$ cat config.mk
export PLATFORM = sky130hd
export DESIGN_NAME = gp_cmd_parser_flat
export DESIGN_NICKNAME = d
export VERILOG_FILES = /design/src/rtl/gp_cmd_parser_if.sv /design/src/rtl/gp_cmd_parser.sv /design/src/flat_wrapper.sv
export SDC_FILE = /design/constraint.sdc
export NUM_CORES = 1
export LEC_CHECK = 0
export ABC_AREA = 1
export CAP_MARGIN = 20
export CORE_MARGIN = 10
export CORE_UTILIZATION = 45
export CTS_CLUSTER_DIAMETER = 60
export DETAILED_ROUTE_END_ITERATION = 7
export GPL_TIMING_DRIVEN = 0
export PLACE_DENSITY = 0.78
export SYNTH_ARGS = -nofsm -noshare
export SYNTH_HDL_FRONTEND = slang
export SYNTH_SLANG_ARGS = --single-unit
$ cat constraint.sdc
create_clock -name clk -period 4.3 [get_ports clk]
set_input_delay 1.075 -clock clk [delete_from_list [all_inputs] [get_ports clk]]
set_output_delay 1.075 -clock clk [all_outputs]
set_load 0.01 [all_outputs]
$ cat src/rtl/gp_cmd_parser_if.sv
// Command-stream and engine-dispatch signals of the graphics-processor command parser.
// The slave modport is the parser; the master modport is the FIFO/engine/host side.
interface gp_cmd_parser_if #(
    parameter int CNT_W = 16
);
    logic             gp_start;
    logic [31:0]      cmd_word;
    logic             cmd_valid;
    logic             cmd_rd_en;
    logic             fill_valid;
    logic             fill_ready;
    logic [23:0]      fill_color;
    logic             line_valid;
    logic             line_ready;
    logic [23:0]      line_color;
    logic [9:0]       line_x0;
    logic [9:0]       line_y0;
    logic [9:0]       line_x1;
    logic [9:0]       line_y1;
    logic             gp_busy;
    logic             gp_done;
    logic             cmd_err;
    logic [CNT_W-1:0] cmd_count;

    modport slave (
        input  gp_start, cmd_word, cmd_valid, fill_ready, line_ready,
        output cmd_rd_en, fill_valid, fill_color, line_valid, line_color,
               line_x0, line_y0, line_x1, line_y1, gp_busy, gp_done, cmd_err, cmd_count
    );

    modport master (
        output gp_start, cmd_word, cmd_valid, fill_ready, line_ready,
        input  cmd_rd_en, fill_valid, fill_color, line_valid, line_color,
               line_x0, line_y0, line_x1, line_y1, gp_busy, gp_done, cmd_err, cmd_count
    );
endinterface

$ cat src/rtl/gp_cmd_parser.sv
// Graphics-processor command parser: decodes FILL/LINE/STOP words from the command FIFO
// and dispatches fill and line requests to the pixel engines over valid/ready pairs.
module gp_cmd_parser #(
    parameter int H_MAX = 799,
    parameter int V_MAX = 599,
    parameter int CNT_W = 16
) (
    input  logic           clk,
    input  logic           rst,
    gp_cmd_parser_if.slave bus
);
    localparam logic [9:0] H_LIM = 10'(H_MAX);
    localparam logic [9:0] V_LIM = 10'(V_MAX);

    typedef enum logic [2:0] {
        ST_IDLE       = 3'd0,
        ST_FETCH      = 3'd1,
        ST_LINE_P0    = 3'd2,
        ST_LINE_P1    = 3'd3,
        ST_ISSUE_FILL = 3'd4,
        ST_ISSUE_LINE = 3'd5,
        ST_DONE       = 3'd6
    } state_t;

    state_t           state_r;
    logic             fill_valid_r;
    logic             line_valid_r;
    logic [23:0]      fill_color_r;
    logic [23:0]      line_color_r;
    logic [9:0]       line_x0_r;
    logic [9:0]       line_y0_r;
    logic [9:0]       line_x1_r;
    logic [9:0]       line_y1_r;
    logic             gp_busy_r;
    logic             gp_done_r;
    logic             cmd_err_r;
    logic [CNT_W-1:0] cmd_count_r;

    logic             rd_en_s;
    logic             handshake_s;
    logic [7:0]       opcode_s;
    logic [9:0]       x_clamped_s;
    logic [9:0]       y_clamped_s;

    function automatic logic [9:0] clamp_coord(input logic [9:0] v, input logic [9:0] lim);
        logic [9:0] r;
        if (v > lim) begin
            r = lim;
        end else begin
            r = v;
        end
        return r;
    endfunction

    // Read enable depends only on registered state, never on the engine ready inputs.
    assign rd_en_s     = bus.cmd_valid & ((state_r == ST_FETCH) | (state_r == ST_LINE_P0) |
                                          (state_r == ST_LINE_P1));
    assign handshake_s = rd_en_s;
    assign opcode_s    = bus.cmd_word[31:24];
    assign x_clamped_s = clamp_coord(bus.cmd_word[25:16], H_LIM);
    assign y_clamped_s = clamp_coord(bus.cmd_word[9:0], V_LIM);

    // Parser FSM with all outputs registered alongside the state.
    always_ff @(posedge clk) begin
        if (rst) begin
            state_r      <= ST_IDLE;
            fill_valid_r <= 1'b0;
            line_valid_r <= 1'b0;
            fill_color_r <= 24'd0;
            line_color_r <= 24'd0;
            line_x0_r    <= 10'd0;
            line_y0_r    <= 10'd0;
            line_x1_r    <= 10'd0;
            line_y1_r    <= 10'd0;
            gp_busy_r    <= 1'b0;
            gp_done_r    <= 1'b0;
            cmd_err_r    <= 1'b0;
            cmd_count_r  <= '0;
        end else begin
            gp_done_r <= 1'b0;
            cmd_err_r <= 1'b0;
            case (state_r)
                ST_IDLE: begin
                    if (bus.gp_start) begin
                        cmd_count_r <= '0;
                        gp_busy_r   <= 1'b1;
                        state_r     <= ST_FETCH;
                    end
                end
                ST_FETCH: begin
                    if (handshake_s) begin
                        case (opcode_s)
                            8'h00: begin
                                gp_done_r <= 1'b1;
                                state_r   <= ST_DONE;
                            end
                            8'h01: begin
                                fill_color_r <= bus.cmd_word[23:0];
                                fill_valid_r <= 1'b1;
                                state_r      <= ST_ISSUE_FILL;
                            end
                            8'h02: begin
                                line_color_r <= bus.cmd_word[23:0];
                                state_r      <= ST_LINE_P0;
                            end
                            // Unknown opcode: flag it and skip the word.
                            default: cmd_err_r <= 1'b1;
                        endcase
                    end
                end
                ST_LINE_P0: begin
                    if (handshake_s) begin
                        line_x0_r <= x_clamped_s;
                        line_y0_r <= y_clamped_s;
                        state_r   <= ST_LINE_P1;
                    end
                end
                ST_LINE_P1: begin
                    if (handshake_s) begin
                        line_x1_r    <= x_clamped_s;
                        line_y1_r    <= y_clamped_s;
                        line_valid_r <= 1'b1;
                        state_r      <= ST_ISSUE_LINE;
                    end
                end
                ST_ISSUE_FILL: begin
                    if (bus.fill_ready) begin
                        fill_valid_r <= 1'b0;
                        cmd_count_r  <= cmd_count_r + CNT_W'(1);
                        state_r      <= ST_FETCH;
                    end
                end
                ST_ISSUE_LINE: begin
                    if (bus.line_ready) begin
                        line_valid_r <= 1'b0;
                        cmd_count_r  <= cmd_count_r + CNT_W'(1);
                        state_r      <= ST_FETCH;
                    end
                end
                ST_DONE: begin
                    gp_busy_r <= 1'b0;
                    state_r   <= ST_IDLE;
                end
                default: begin
                    fill_valid_r <= 1'b0;
                    line_valid_r <= 1'b0;
                    gp_busy_r    <= 1'b0;
                    state_r      <= ST_IDLE;
                end
            endcase
        end
    end

    assign bus.cmd_rd_en  = rd_en_s;
    assign bus.fill_valid = fill_valid_r;
    assign bus.fill_color = fill_color_r;
    assign bus.line_valid = line_valid_r;
    assign bus.line_color = line_color_r;
    assign bus.line_x0    = line_x0_r;
    assign bus.line_y0    = line_y0_r;
    assign bus.line_x1    = line_x1_r;
    assign bus.line_y1    = line_y1_r;
    assign bus.gp_busy    = gp_busy_r;
    assign bus.gp_done    = gp_done_r;
    assign bus.cmd_err    = cmd_err_r;
    assign bus.cmd_count  = cmd_count_r;
endmodule
$ cat src/flat_wrapper.sv
// flat-port wrapper written by rule: the top's interface ports become plain ports
module gp_cmd_parser_flat 
#(
    parameter int H_MAX = 799,
    parameter int V_MAX = 599,
    parameter int CNT_W = 16
)
  (clk, rst, bus_gp_start, bus_cmd_word, bus_cmd_valid, bus_fill_ready, bus_line_ready, bus_cmd_rd_en, bus_fill_valid, bus_fill_color, bus_line_valid, bus_line_color, bus_line_x0, bus_line_y0, bus_line_x1, bus_line_y1, bus_gp_busy, bus_gp_done, bus_cmd_err, bus_cmd_count);
  gp_cmd_parser_if #(.CNT_W(CNT_W)) bus_i ();
  input  logic clk;
  input  logic rst;
  input wire logic [$bits(bus_i.gp_start)-1:0] bus_gp_start;
  input wire logic [$bits(bus_i.cmd_word)-1:0] bus_cmd_word;
  input wire logic [$bits(bus_i.cmd_valid)-1:0] bus_cmd_valid;
  input wire logic [$bits(bus_i.fill_ready)-1:0] bus_fill_ready;
  input wire logic [$bits(bus_i.line_ready)-1:0] bus_line_ready;
  output wire logic [$bits(bus_i.cmd_rd_en)-1:0] bus_cmd_rd_en;
  output wire logic [$bits(bus_i.fill_valid)-1:0] bus_fill_valid;
  output wire logic [$bits(bus_i.fill_color)-1:0] bus_fill_color;
  output wire logic [$bits(bus_i.line_valid)-1:0] bus_line_valid;
  output wire logic [$bits(bus_i.line_color)-1:0] bus_line_color;
  output wire logic [$bits(bus_i.line_x0)-1:0] bus_line_x0;
  output wire logic [$bits(bus_i.line_y0)-1:0] bus_line_y0;
  output wire logic [$bits(bus_i.line_x1)-1:0] bus_line_x1;
  output wire logic [$bits(bus_i.line_y1)-1:0] bus_line_y1;
  output wire logic [$bits(bus_i.gp_busy)-1:0] bus_gp_busy;
  output wire logic [$bits(bus_i.gp_done)-1:0] bus_gp_done;
  output wire logic [$bits(bus_i.cmd_err)-1:0] bus_cmd_err;
  output wire logic [$bits(bus_i.cmd_count)-1:0] bus_cmd_count;
  assign bus_i.gp_start = bus_gp_start;
  assign bus_i.cmd_word = bus_cmd_word;
  assign bus_i.cmd_valid = bus_cmd_valid;
  assign bus_i.fill_ready = bus_fill_ready;
  assign bus_i.line_ready = bus_line_ready;
  assign bus_cmd_rd_en = bus_i.cmd_rd_en;
  assign bus_fill_valid = bus_i.fill_valid;
  assign bus_fill_color = bus_i.fill_color;
  assign bus_line_valid = bus_i.line_valid;
  assign bus_line_color = bus_i.line_color;
  assign bus_line_x0 = bus_i.line_x0;
  assign bus_line_y0 = bus_i.line_y0;
  assign bus_line_x1 = bus_i.line_x1;
  assign bus_line_y1 = bus_i.line_y1;
  assign bus_gp_busy = bus_i.gp_busy;
  assign bus_gp_done = bus_i.gp_done;
  assign bus_cmd_err = bus_i.cmd_err;
  assign bus_cmd_count = bus_i.cmd_count;
  gp_cmd_parser #(.H_MAX(H_MAX), .V_MAX(V_MAX), .CNT_W(CNT_W)) u_core (.clk(clk), .rst(rst), .bus(bus_i));
endmodule
### Word-level counts from Yosys, hierarchy flattened

Index checks and enable logic that the tools add are counted.

| operators by class | value |
|---|---|
| muxes and demuxes | 25 |
| reduce and logical (&&, ||, !) cells | 17 |
| $lt $le $gt $ge | 2 |
| add/subtract/negate cells | 1 |
| equality and inequality tests | 16 |
| bitwise operators | 8 |

Operators by type and width:

| kind | number |
|---|---|
| $mux 16 | 3 |
| $pmux 16 s3 | 1 |
| $gt 10x10->1 const B | 2 |
| $mux 10 | 2 |
| $mux 3 | 6 |
| $pmux 3 s6 | 1 |
| $add 16x1->16 const B | 1 |
| $reduce_or 5->1 | 3 |
| $ne 2x2->1 const B | 7 |
| $eq 3x3->1 const B | 3 |
| $pmux 3 s3 | 1 |
| $reduce_and 3->1 | 3 |
| $eq 8x1->1 const B | 1 |
| $eq 8x2->1 const B | 1 |
| $logic_not 8->1 | 1 |
| $mux 1 | 8 |
| $reduce_and 4->1 | 2 |
| $reduce_and 7->1 | 1 |
| $eq 3x2->1 const B | 2 |
| $pmux 1 s3 | 2 |
| $reduce_and 2->1 | 3 |
| $reduce_or 3->1 | 2 |
| $not 1->1 | 5 |
| $ne 4x4->1 const B | 1 |
| 6 further kinds | 7 |

| storage, ports and cells | value |
|---|---|
| flip-flop bits (word level) | 112 |

### Longest topological paths before layout

Gate-level depths: netlist of the first run.

| logic depth | value |
|---|---|
| depth after elaboration | 6 |
| depth in mapped cells | 11 |

### Worst setup path before layout of the first run

OpenSTA, ideal clock, no wires.

| path | value |
|---|---|
| kind | input to output |
| start point | input port bus_cmd_valid |
| end point | output port bus_cmd_rd_en |
| stages | 2 |
| arrival time | 1539 ps |
| required time | 3225 ps |
| path buffers | 0 |
| slack | 1686 ps |
| cells stage by stage | inv_1 -> nor3_1 |

| on the way | value |
|---|---|
| cells in the longest elaborated chain, start to end | 1 |

RTL lines:

| item | line | RTL |
|---|---|---|
| start, declared | flat_wrapper.sv:14 | `input wire logic [$bits(bus_i.cmd_valid)-1:0] bus_cmd_valid;` |
| $and 1x1->1 | gp_cmd_parser.sv:56 | `assign rd_en_s = bus.cmd_valid & ((state_r == ST_FETCH) \| (state_r == ST_LINE_P0) \|` |
| end, declared | flat_wrapper.sv:17 | `output wire logic [$bits(bus_i.cmd_rd_en)-1:0] bus_cmd_rd_en;` |

No other way between the ends.

### Worst setup path after layout of the first run

Ends and elaborated chain as after synthesis.

==> results of run 1 <==
==> registers in the layout, indices dropped and copies added, names as in the netlist, 3 cells and up <==
| name | cells |
|---|---|
| u_core.bus.line_x0 | 10 |
| u_core.bus.cmd_count | 16 |
| u_core.bus.line_x1 | 10 |
| u_core.bus.line_y0 | 10 |
| u_core.bus.line_y1 | 10 |
| u_core.state_r | 3 |
| u_core.bus.fill_color | 24 |
| u_core.bus.line_color | 24 |
==> cell families (layout without fill, tap and decap cells) <==
family          after synthesis  count (layout)  share of synthesized area [%]
compound gates              170             170                           18.9
xor+xnor                      2               2                          0.376
fa+ha+maj                     1               1                          0.269
buf+inv                     102             264                           9.76
flops                       112             112                           48.2
simple gates                238             238                           22.5
==> power by group <==
part	internal, mW	switching [mW]	leakage, nW
Combinational	0.341	0.537	1.52
Clock	0.293	0.410	0.114
Sequential	1.11	0.0476	0.905
==> cell type report <==
| class | count | share of cell area [%] |
|---|---|---|
| plain buffers | 30 | 2.77 |
| clock buffers | 9 | 1.90 |
| clock inverters | 7 | 1.54 |
| inverters | 72 | 4.21 |
| multi-input cells | 411 | 30.1 |
| flip-flops and latches | 112 | 34.4 |
| well taps | 136 | 2.61 |
| repair buffers | 146 | 22.4 |
==> final timing paths <==
check                       startpoint                        end  depth (start not counted)
min          u_core.bus.fill_color[14]  u_core.bus.fill_color[14]                          2
max reg2reg          u_core.state_r[0]   u_core.bus.fill_color[9]                          8
max                      bus_cmd_valid              bus_cmd_rd_en                          4
min reg2reg  u_core.bus.fill_color[14]  u_core.bus.fill_color[14]                          2
==> cells in the final DEF (no fill, tap or decap), drive strengths merged <==
cell and count:
nor3 2, nand3 40, clkdlybuf4s50 146, a21oi 71, inv 75, nand4 1
or2 1, xor2 2, clkbuf 22, buf 17, a21o 1, dfxtp 112
bufinv 1, o2111ai 1, nand3b 2, clkinv 3, nor2 117, o21ai 92
nand2 73, ha 1, o21bai 5, nor4 2
==> through the flow <==
| stage | cell area (sq um) | std cells |
|---|---|---|
| floorplan | 4660 | 625 |
| global placement | 6290 | 907 |
| detailed placement | 6290 | 907 |
| CTS | 6510 | 923 |
| global route | 6510 | 923 |
| finish | 6510 | 923 |
==> worst max-delay path, stage by stage <==
cell	delay (ns)
clkdlybuf4s50_1	0.51
inv_1	0.19
nor3_1	0.22
clkdlybuf4s50_1	0.57
==> metal layers <==
layer | vias up | routed length, um | global-route usage [%]
met5 | - | 0 | 0
met4 | 0 | 261 | 5.22
met3 | 24 | 1560 | 7.26
met2 | 208 | 6950 | 33.6
met1 | 2149 | 6350 | 24.0
li1 | 2344 | - | -
==> qor.csv, run 1 <==
stage;metric;value;unit
sta;Layout Skew;0.0187;ns
sta;period utilisation layout;84.8;%
global_routing;first-pass GRT wire length;24100;um
floorplanning;Die H;122;um
pwr;Peak VDD IR;231;uV
sta;Peak Freq;0.274;GHz
route;ANT nets after route;0;
finish;area delta synth->final;39.9;%
critical_path;crit path launch type;input pin;
finish;share of layout cells above drive strength 1;6.10;%
global_routing;initial antenna violation count;0;
sta;Hold Slack;0.458;ns
finish;fin nets;821;
logic_synthesis;syn_area_per_cell;7.45;sq um
global_routing;largest net degree at the start of global routing;23;
placed_design;RD Place Congestion;0.916;
clocking;Worst-Skew Late Latency;0.39;ns
clocking;CTS buffer count;9;
route;Initial DRC Count;509;
floorplanning;I/O pins;148;
worst_hold_path;Hold Crit Class;flop to flop;
sta;Setup TNS;0;ns
sta;pin slew with the least headroom to its limit;0.645;ns
floorplanning;die width;122;um
logic_synthesis;post-synth top area share;48.2;%
critical_path;crit-path max FO;5;
logic_synthesis;most area-hungry cell type in the Yosys netlist;dfxtp_1;
sta;RSZ-0062 raised after global routing;false;
finish;Util after Layout;63.9;%
pwr;Power Density;421;mW/mm^2
sta;Final Hold Viols;0;
placed_design;HPWL Detailed;11700;um
route;DRC violations left;0;
route;Routed WL;15100;um
floorplanning;core area;0.0102;sq mm
global_routing;remaining global-route overflow;0;
logic_synthesis;Synth Instances;625;
job;maxcap violations;0;
critical_path;Critical Path RT;3.22;ns
placed_design;PortBufs;146;
global_routing;gr usage total;20.1;%
finish;Filler Cell Count;921;
clocking;cts hold-fix bufs;0;
critical_path;CP Class;input pin to output port;
floorplanning;initial cell density of the core;45.7;%
critical_path;WP data arrival;2.57;ns
logic_synthesis;Syn. warnings;0;
route;vias;4725;
placed_design;Place WS;0.628;ns
logic_synthesis;library cells used by synthesis;33;
clocking;CTS clk-pin slew, worst paths;0.12;ns
logic_synthesis;largest cells by area after synthesis;dfxtp_1 (48%), o21ai_0 (9.5%), nor2_1 (8.9%), a21oi_1 (7.3%), nand2_1 (5.7%);
floorplanning;Die ar.;0.0148;sq mm
critical_path;R2R Setup Slk;2.44;ns
logic_synthesis;register area share after synthesis;48.2;%
clocking;Sink Count;112;
sta;Rel. slew slack;56.7;%
run_status;status;completed;
sta;Final setup viols;0;
logic_synthesis;Yosys reg bits;112;
pwr;Total Power;2.74;mW
clocking;# H-tree levels;3;
clocking;PostCTS Resize Cnt;0;
clocking;CTS tree;done;
route;Pre-antenna DRT Iters;5;
finish;Multi-input gate area;0.00196;sq mm
clocking;post-CTS setup buffer count;0;
logic_synthesis;post-synthesis net count;664;
pwr;Pleak;2.54;nW
sta;min cycle time layout;3.64;ns
logic_synthesis;ys async rst share;0;%
sta;worst setup slack after layout;0.656;ns
sta;Pins Over Slew Limit;0;
clocking;Max Root-Sink Buffers;2;
global_routing;number of global-route vias before repair;4647;
route;via-per-instance ratio;5.12;
clocking;CTS root buf;clkbuf_8;
logic_synthesis;Post-synth top cells;dfxtp_1 (112), nor2_1 (111), o21ai_0 (88), nand2_1 (71);
floorplanning;Cell Rows;37;
finish;storage element area;0.00224;sq mm
finish;antenna cells;0;
critical_path;crit end category;output port;
logic_synthesis;Post-synth EDFFs;0;
logic_synthesis;Post-synth top flop;dfxtp_1;
logic_synthesis;most common cell in the netlist;dfxtp_1;
route;wire length per cell;16.4;um
logic_synthesis;Post-Syn Area;0.00466;sq mm
No activity file was read; power rests on OpenSTA's default activity.
==> inputs of run 2 (changes only) <==
- clock period: 4.3 -> 3.5 ns (I/O delays scaled with it)
==> results of run 2 <==
Same layout as run 1 (identical final DEF). Status: completed.
Main changes from that run: setup slack after placement 0.628 ns -> 0.228 ns; setup slack after layout 0.656 ns -> 0.255 ns; register-to-register setup slack 2.44 ns -> 1.64 ns; total power 2.74 mW -> 3.37 mW; worst IR drop on VDD 231 uV -> 284 uV
==> inputs of run 3 (changes only) <==
- CORE_MARGIN: 10 -> 2
==> run 3 against run 2 <==
Design area is 0.86% lower. Register-to-register slack better by 0.03 ns. Worst setup slack better by 0.020 ns. Combinational power hardly changed. Clock skew is 0.0085 ns lower. Sequential share of layout area is 0.30 points higher. Critical endpoint unchanged. Largest power group unchanged. Fmax is 0.62% higher. Clock-buffer cell count is 1 higher. Final cell count is 0.11% lower.
==> qor.csv, run 3 (synthesis gave the netlist of run 1 again) <==
stage;metric;value;unit
run_status;status;completed;
pwr;Clock Power Share;21.9;%
clocking;cts hold-fix bufs;0;
critical_path;CP most frequent cell;clkdlybuf4s50_1;
pwr;Sequential Power Share;44.7;%
clocking;post-CTS setup buffer count;0;
critical_path;crit end category;output port;
sta;Rel. slew slack;59.3;%
pwr;switching power;1.14;mW
global_routing;number of global-route vias before repair;4584;
critical_path;crit-path cells;clkdlybuf4s50_1 -> inv_1 -> nor3_1 -> clkdlybuf4s50_1;
route;Routed WL;13600;um
pwr;combinational share of power;33.4;%
critical_path;Worst Path Buf+Inv;3;
clocking;CTS buffer count;9;
critical_path;CP startpoint;bus_cmd_valid;
finish;commonest cells after routing, fill and taps aside;clkdlybuf4s50_1 (146), dfxtp_1 (112), nor2_1 (111);
placed_design;RD Place Congestion;0.899;
clocking;Worst-Skew Late Latency;0.37;ns
sta;RSZ-0062 raised after global routing;false;
floorplanning;Die H;106;um
sta;period utilisation layout;92.1;%
placed_design;HPWL Detailed;10500;um
finish;fin nets;821;
floorplanning;die width;106;um
critical_path;Worst R2R Start;u_core.state_r[0];
sta;Peak Freq;0.310;GHz
clocking;Max Root-Sink Buffers;2;
clocking;CTS root buf;clkbuf_8;
finish;antenna cells;0;
worst_hold_path;worst hold stages;2;
route;Pre-antenna DRT Iters;4;
sta;pin slew with the least headroom to its limit;0.606;ns
sta;Final Hold Viols;0;
floorplanning;core area;0.0102;sq mm
clocking;# H-tree levels;3;
critical_path;WP data arrival;2.35;ns
sta;Setup TNS;0;ns
route;ANT nets after route;0;
finish;Util after Layout;63.4;%
finish;Filler Cell Count;925;
floorplanning;I/O pins;148;
placed_design;PortBufs;146;
finish;most common cell after layout, fill and taps aside;clkdlybuf4s50_1;
job;maxcap violations;0;
pwr;Pleak;2.51;nW
route;DRC violations left;0;
pwr;sw frac;35.7;%
finish;share of layout cells above drive strength 1;5.85;%
sta;Layout Skew;0.0102;ns
critical_path;crit-path max FO;5;
global_routing;remaining global-route overflow;0;
pwr;internal cell power;2.05;mW
critical_path;CP max stage delay;0.56;ns
pwr;Peak VDD IR;266;uV
sta;min cycle time layout;3.22;ns
clocking;Sink Count;112;
worst_hold_path;hold path start;u_core.bus.fill_color[1];
route;wire length per cell;14.8;um
global_routing;first-pass GRT wire length;22300;um
clocking;CTS clk-pin slew, worst paths;0.10;ns
pwr;Power Density;495;mW/mm^2
sta;Pins Over Slew Limit;0;
finish;area delta synth->final;38.6;%
route;Initial DRC Count;205;
global_routing;initial antenna violation count;0;
pwr;Total Power;3.19;mW
critical_path;slowest CP cell;clkdlybuf4s50_1;
clocking;CTS tree;done;
clocking;PostCTS Resize Cnt;0;
critical_path;Critical Path RT;2.62;ns
critical_path;Crit path max-delay family;buffers and inverters;
global_routing;largest net degree at the start of global routing;19;
critical_path;R2R Setup Slk;1.67;ns
floorplanning;initial cell density of the core;45.7;%
global_routing;gr usage total;25.0;%
route;vias;4676;
critical_path;Critical Path Stages;4;
critical_path;CP Class;input pin to output port;
sta;Final setup viols;0;
critical_path;crit path launch type;input pin;
floorplanning;Die ar.;0.0112;sq mm
worst_hold_path;Hold Crit Class;flop to flop;
floorplanning;Cell Rows;37;
critical_path;reg2reg path depth;7;
route;via-per-instance ratio;5.07;
run 3: power by group through the flow:
stage          Sequential (mW)  Combinational, mW  Clock [mW]
2_1_floorplan             1.48              0.658           0
3_3_place_gp              1.45               1.05           0
3_5_place_dp              1.45               1.07           0
4_1_cts                   1.43               1.07       0.717
5_1_grt                   1.44               1.19       0.766
6_report                  1.43               1.07       0.699
run 3: worst paths after layout:
| kind | endpoint |
|---|---|
| max | bus_cmd_rd_en |
| min | u_core.bus.fill_color[1] |
| max reg2reg | u_core.bus.line_y1[6] |
| min reg2reg | u_core.bus.fill_color[1] |
run 3: cell type report:
class,count,area [sq um],share of cell area [%]
clock inverter,5,40.0,0.620
inverter,72,274,4.25
timing repair buffer,146,1460,22.6
multi-input combinational,411,1960,30.4
clock buffer,10,128,1.98
sequential,112,2240,34.7
buffer,30,180,2.79
tap,136,170,2.64
run 3: layer usage:
metal	part of all wire (%)	up-vias	global-route usage, %
li1	-	2333	-
met1	43	2180	31.5
met2	47	150	40.9
met3	7.6	13	6.56
met4	1.5	0	9.59
met5	0	-	0
run 3: worst reg2reg max path: stages (launching register included):
cell and delay, ns:
dfxtp_1 0.50, inv_2 0.13, nor2_8 0.12, nand2_1 0.12, nor2_4 0.19, clkinv_1 0.36
o21bai_1 0.26, inv_1 0.06
run 3: stage by stage:
step | hold WS (ns) | cell area, sq um | worst slack, ns | instances
after global routing | 0.482 | 6450 | 0.219 | 922
after CTS | 0.453 | 6450 | 0.269 | 922
after global placement | 0.433 | 6290 | 0.243 | 907
after detailed placement | 0.437 | 6290 | 0.277 | 907
after floorplan | 0.468 | 4660 | 1.29 | 625
final | 0.450 | 6450 | 0.276 | 922
